$ cat src/rtl/fetch_queue.sv
// fetch_queue: in-order instruction fetch into a DEPTH-entry queue, throttled by request credits.
// Define FETCH_STATS_EN to add the stat_fetched / stat_redirects counters.
module fetch_queue #(
  parameter int unsigned   AW       = 64,
  parameter int unsigned   IW       = 32,
  parameter int unsigned   DEPTH    = 4,
  parameter logic [AW-1:0] RESET_PC = '0
) (
  input  logic          clk,
  input  logic          rst,
  output logic          imem_req_valid,
  input  logic          imem_req_ready,
  output logic [AW-1:0] imem_addr,
  input  logic          imem_rsp_valid,
  input  logic [IW-1:0] imem_rsp_data,
  output logic          instr_valid,
  input  logic          instr_ready,
  output logic [IW-1:0] instr_data,
  output logic [AW-1:0] instr_pc,
  input  logic          redirect_valid,
  input  logic [AW-1:0] redirect_pc
`ifdef FETCH_STATS_EN
  ,
  output logic [31:0]   stat_fetched,
  output logic [31:0]   stat_redirects
`endif
);
  localparam int unsigned PW = (DEPTH > 1) ? $clog2(DEPTH) : 1;
  localparam int unsigned CW = $clog2(DEPTH) + 1;

  typedef enum logic {FETCH, DRAIN} state_t;

  state_t        r_state, w_state_nxt;
  logic [AW-1:0] r_pc, r_rsp_pc;
  logic [CW-1:0] r_count, r_outstanding, r_drop_cnt;
  logic [PW-1:0] r_wptr, r_rptr;
  logic [IW-1:0] r_q_data [DEPTH];
  logic [AW-1:0] r_q_pc   [DEPTH];

  logic          w_req_fire, w_rsp_take, w_push, w_pop;
  logic [CW:0]   w_credit;
  logic [CW-1:0] w_drop_nxt, w_drop_redir;
  logic [AW-1:0] w_redir_pc;
  logic          w_unused_lsb;

  assign w_redir_pc   = {redirect_pc[AW-1:2], 2'b00};
  assign w_unused_lsb = ^redirect_pc[1:0];

  assign w_credit     = {1'b0, r_count} + {1'b0, r_outstanding};
  assign w_req_fire   = imem_req_valid && imem_req_ready;
  // Responses with nothing in flight (e.g. left over from before a reset) are ignored.
  assign w_rsp_take   = imem_rsp_valid && (r_outstanding != '0);
  assign w_push       = w_rsp_take && (r_state == FETCH) && !redirect_valid;
  assign w_pop        = instr_valid && instr_ready;
  // No request can fire in a redirect cycle, so only the arriving response reduces the count.
  assign w_drop_redir = r_outstanding - CW'(w_rsp_take);

  assign imem_addr    = r_pc;
  assign instr_valid  = (r_count != '0);
  assign instr_data   = r_q_data[r_rptr];
  assign instr_pc     = r_q_pc[r_rptr];

  always_ff @(posedge clk or negedge rst) begin
    if (!rst) begin
      r_state    <= FETCH;
      r_drop_cnt <= '0;
    end else begin
      r_state    <= w_state_nxt;
      r_drop_cnt <= w_drop_nxt;
    end
  end

  always_comb begin
    w_state_nxt    = r_state;
    w_drop_nxt     = r_drop_cnt;
    imem_req_valid = 1'b0;
    if (redirect_valid) begin
      w_drop_nxt  = w_drop_redir;
      w_state_nxt = (w_drop_redir != '0) ? DRAIN : FETCH;
    end else begin
      case (r_state)
        FETCH: imem_req_valid = rst && (w_credit < (CW+1)'(DEPTH));
        DRAIN: begin
          if (w_rsp_take) begin
            w_drop_nxt = r_drop_cnt - CW'(1);
            if (r_drop_cnt == CW'(1)) w_state_nxt = FETCH;
          end
        end
        default: w_state_nxt = FETCH;
      endcase
    end
  end

  // Response address is tracked as a second PC: responses return in request order.
  always_ff @(posedge clk or negedge rst) begin
    if (!rst) begin
      r_pc          <= RESET_PC;
      r_rsp_pc      <= RESET_PC;
      r_outstanding <= '0;
      r_count       <= '0;
      r_wptr        <= '0;
      r_rptr        <= '0;
    end else begin
      r_outstanding <= r_outstanding + CW'(w_req_fire) - CW'(w_rsp_take);
      if (redirect_valid) begin
        r_pc     <= w_redir_pc;
        r_rsp_pc <= w_redir_pc;
        r_count  <= '0;
        r_wptr   <= '0;
        r_rptr   <= '0;
      end else begin
        if (w_req_fire) r_pc <= r_pc + AW'(4);
        if (w_push) begin
          r_rsp_pc <= r_rsp_pc + AW'(4);
          r_wptr   <= r_wptr + PW'(1);
        end
        if (w_pop) r_rptr <= r_rptr + PW'(1);
        r_count <= r_count + CW'(w_push) - CW'(w_pop);
      end
    end
  end

  always_ff @(posedge clk) begin
    if (w_push) begin
      r_q_data[r_wptr] <= imem_rsp_data;
      r_q_pc[r_wptr]   <= r_rsp_pc;
    end
  end

`ifdef FETCH_STATS_EN
  always_ff @(posedge clk or negedge rst) begin
    if (!rst) begin
      stat_fetched   <= '0;
      stat_redirects <= '0;
    end else begin
      if (w_pop)          stat_fetched   <= stat_fetched + 32'd1;
      if (redirect_valid) stat_redirects <= stat_redirects + 32'd1;
    end
  end
`endif

endmodule
$ cat config.mk
export PLATFORM = sky130hd
export DESIGN_NAME = fetch_queue
export DESIGN_NICKNAME = d
export VERILOG_FILES = /design/src/rtl/fetch_queue.sv
export SDC_FILE = /design/constraint.sdc
export NUM_CORES = 1
export LEC_CHECK = 0
export ABC_AREA = 1
export BUFFER_PORTS_ARGS = -buffer_cell sky130_fd_sc_hd__buf_4
export CAP_MARGIN = 20
export CELL_PAD_IN_SITES_DETAIL_PLACEMENT = 2
export CELL_PAD_IN_SITES_GLOBAL_PLACEMENT = 2
export CORE_MARGIN = 1.5
export CORE_UTILIZATION = 40
export CTS_BUF_LIST = sky130_fd_sc_hd__clkbuf_8
export DETAILED_ROUTE_END_ITERATION = 8
export GPL_TIMING_DRIVEN = 0
export PLACE_DENSITY_LB_ADDON = 0.1
export SETUP_SLACK_MARGIN = 0.02
export SLEW_MARGIN = 20
export SYNTH_ARGS = -nofsm -noshare
export SYNTH_HDL_FRONTEND = slang
export SYNTH_SLANG_ARGS = --single-unit
$ cat constraint.sdc
create_clock -name clk -period 15.5 [get_ports clk]
set_clock_uncertainty 0.05 [all_clocks]
set_input_delay 0.775 -clock clk [delete_from_list [all_inputs] [get_ports clk]]
set_output_delay 0.775 -clock clk [all_outputs]
set_load 0.005 [all_outputs]
==> metrics.sh <==
FINAL_ANTENNA_NET_COUNT=0
SYNTHDOMINANTCELLAREASHARE=0.466
GR-USAGE-ALL-LAYERS=0.374
CORE_AREA_UM2=60100
AREA_OF_ALL_PLACED_CELLS_WITHOUT_FILLERS_UM2=29300
PATH_CLK_SLEW_NS=0.08
POST_CTS.RESIZED_INSTANCES=0
ITERATION_COUNT_OF_THE_INITIAL_DETAILED_ROUTING_PASS=7
NUMBER_OF_H_TREE_LEVELS=3
HOLD_SLACK_NS=0.202
FINAL_NETS=3047
CLOCK_INSERTION_DELAY_WORST_SKEW_NS=0.72
CLOCK_TREE_FROM_TRITONCTS='built'
POST-CTS-SETUP-BUFFERS=0
STARTPOINT_OF_THE_MOST_CRITICAL_HOLD_PATH='imem_rsp_data[3]'
MAXIMUM_NUMBER_OF_PINS_ON_ONE_NET_BEFORE_GLOBAL_ROUTE_REPAIR=88
NETLIST-CELL-TYPE-COUNT=42
AREA_DELTA_SYNTH_FINAL_PCT=21.2
SYNTHESIS.AREA_UM2=24200
LEAKAGE_uW=0.0113
ROW_CNT=90
SETUP_VIOLATIONS=0
SYNTH-SEQ-AREA-SHARE=0.609
CRIT_START='r_rptr[1]'
CLOCKROOTBUFFER='clkbuf_8'
POSTSYNTHAREAPERCELL_UM2=9.48
CP-END-KIND='output port'
CLOCK_PATH_BUFFERS=3
DIE_H_UM=249
WORST_SLEW_MARGIN_REL=0.233
WL_PER_CELL_UM=30.7
RSZ0062_AT_GRT='no'
FFS_W_ASYNC_S_R_SYNTH=0.268
TIMING.HOLD.WORST.CLASS='in -> reg'
WIRE_LENGTH_OF_THE_FIRST_GLOBAL_ROUTING_PASS_UM=170000
IO_PINS=264
NUMBER_OF_SLEW_LIMIT_VIOLATIONS_IN_THE_FINAL_REPORT=0
FINALCRITICALPERIOD_NS=4.54
SEQ_AREA_UM2=14700
HOLD_VIOL_FINAL=0
CRITICAL_PATH.MAX_FANOUT=10
CRIT_PATH_START_KIND='flop'
TRANSITION_TIME_OF_THE_TIGHTEST_SLEW_CHECK_PIN_NS=1.15
NUMCTSBUFFERS=92
CRITPATHKIND='reg -> out'
PLACE_AREA_UM2=27600
GRT_PASS1_VIAS=24836
HPWLAFTERDP_UM=80200
POSTSYNTHCELLCOUNT=2554
FINAL.SETUP.TNS_NS=0
FINALPOWER_uW=4290
MAX_CAP_VIOL_COUNT=0
TOTALWIRELENGTH_UM=116000
FINALCRITPERIODSHARE=0.293
YOSYSMOSTFREQUENTCELL='nand2_1'
POSTSYNTH.TOPFLOPCELL='edfxtp_1'
AVGVIACOUNTPERCELL=5.83
TRITONCTS_NUM_SINKS=514
FINAL.FILL_COUNT=6405
PLACEMENT.IO_BUFFERS=257
TOTAL_VIAS_IN_THE_FINAL_ROUTE=22071
CRITICAL_PATH_ARRIVAL_NS=3.71
MAXIMUM_VDD_IR_DROP_mV=0.0611
REG2REG_FROM='r_outstanding[1]'
SYNTH-EDFF-COUNT=376
POST-SYNTH-TOP-AREA-CELL='edfxtp_1'
DRTITER0DRC=1611
SYNTH_WARNINGS=0
BIGGEST_AREA_CONTRIBUTORS_IN_THE_SYNTHESIZED_NETLIST='edfxtp_1 47%, dfrtp_1 14%, nand2_1 9.1%'
DIEAREA_UM2=62000
GPL.FINAL_WEIGHTED_CONGESTION=0.904
DRC=0
GLOBAL_ROUTE_OVERFLOW=0
OUTCOME='completed'
FINAL_LAYOUT_SIZE_SUFFIX_GT1_FRAC=0.167
YS_FF_LATCH=514
MULTI_INPUT_AREA_UM2=8540
FMAX_MHz=220
PWR_DENSITY_CELL_nW_PER_UM2=146
SYNTH.TOP_CELLS.BY_COUNT='587 x nand2_1, 505 x nor2_1, 376 x edfxtp_1, 238 x o21ai_0, 138 x dfrtp_1'
WORST-ENDPOINT-REQUIRED_NS=14.68
INITIAL_UTILIZATION=0.403
INITIAL_ANTENNA_VIOLATION_COUNT=1
DIE_X_UM=249
## power breakdown
| group | leakage [µW] | internal [µW] | switching [µW] |
|---|---|---|---|
| combinational | 0.00523 | 396 | 736 |
| sequential | 0.00504 | 1630 | 226 |
| clock | 0.000992 | 638 | 663 |
## flip-flops by register name, indices dropped and copies added (netlist names)
| signal | count |
|---|---|
| r_drop_cnt | 3 |
| r_count | 3 |
| r_rptr | 2 |
| r_outstanding | 3 |
| r_q_pc | 248 |
| r_q_data | 128 |
| r_rsp_pc | 62 |
| imem_addr | 62 |
| r_wptr | 2 |
| r_state | 1 |
## critical path: stages (launching register included)
cell	delay, ns
dfrtp_1	0.54
inv_1	0.36
clkbuf_1	0.62
clkbuf_1	0.56
o21ai_0	0.26
o22ai_1	0.44
buf_4	0.20
## kinds of logic after synthesis
group                    synth area share
other                            0.000155
AO/OA/AOI/OAI                       0.106
flip-flops                          0.609
adder cells (fa/ha/maj)           0.00992
XOR/XNOR                           0.0221
AND/OR/NAND/NOR                     0.212
multiplexers                     0.000465
buffers and inverters              0.0405
## placed cells by master, fill, tap and decap left out, types with 5 or more instances in the layout
cell type,netlist,final
clkinv_2,0,14
nand3_1,86,86
a31oi_1,18,18
clkinv_1,1,25
o211ai_1,27,27
or2_2,7,7
xnor2_1,21,21
inv_1,119,146
nand2_1,587,587
buf_16,0,10
a21oi_1,65,65
edfxtp_1,376,376
nor2_4,7,11
xor2_1,40,40
clkbuf_8,0,95
nand3b_1,5,5
o21ai_0,238,238
buf_2,25,25
buf_12,0,8
ha_1,16,16
nand2_2,14,14
buf_4,9,265
o22ai_1,94,94
nand4_1,19,19
nor3_1,6,6
nor2_2,24,24
buf_6,6,6
clkbuf_1,64,64
o21ai_1,7,7
nor2_1,505,501
dfrtp_1,138,138
## per-layer routing
layer,routed length (µm),part of all wire,vias to the layer above,GRT usage
li1,-,-,9457,-
met1,43500,0.37,11401,0.430
met5,0,0,-,0
met3,6600,0.057,298,0.0615
met2,59100,0.51,915,0.666
met4,6970,0.060,0,0.206
## stage by stage
| step | std cells | util | setup WS [ns] |
|---|---|---|---|
| floorplan | 2557 | - | 9.63 |
| global placement | 3596 | 0.451 | 5.99 |
| detailed placement | 3614 | 0.459 | 11.42 |
| CTS | 3782 | 0.488 | 11.01 |
| global route | 3783 | 0.488 | 10.97 |
| finish | 3783 | 0.488 | 10.96 |
## path summary, 6_finish.rpt
| kind | endpoint | slack [ns] | cells after the start |
|---|---|---|---|
| worst max-delay path | instr_pc[35] | 10.96 | 6 |
| worst min-delay path | r_q_data[3][3] | 0.20 | 1 |
| worst max register to register | r_q_data[2][12] | 12.35 | 8 |
| worst min register to register | r_outstanding[0] | 0.53 | 1 |
| max in group asynchronous | r_rsp_pc[17] | 13.92 | 3 |
| min in group asynchronous | r_rptr[1] | 0.54 | 2 |
## layout make-up
| class | instances | area share |
|---|---|---|
| clock inverter | 72 | 0.0141 |
| inverter | 124 | 0.0159 |
| multi-input combinational | 1811 | 0.291 |
| antenna | 1 | 0.0000853 |
| sequential | 514 | 0.502 |
| tap | 782 | 0.0333 |
| clock buffer | 95 | 0.0446 |
| timing repair buffer | 276 | 0.0812 |
| buffer | 108 | 0.0176 |
## what timing repair did
action / CTS / global route
endpoints found under the setup margin: 0 / 0
hold endpoints to repair: 49 / 0
hold buffers: 1 / 0
(Power assumes the default switching activity.)
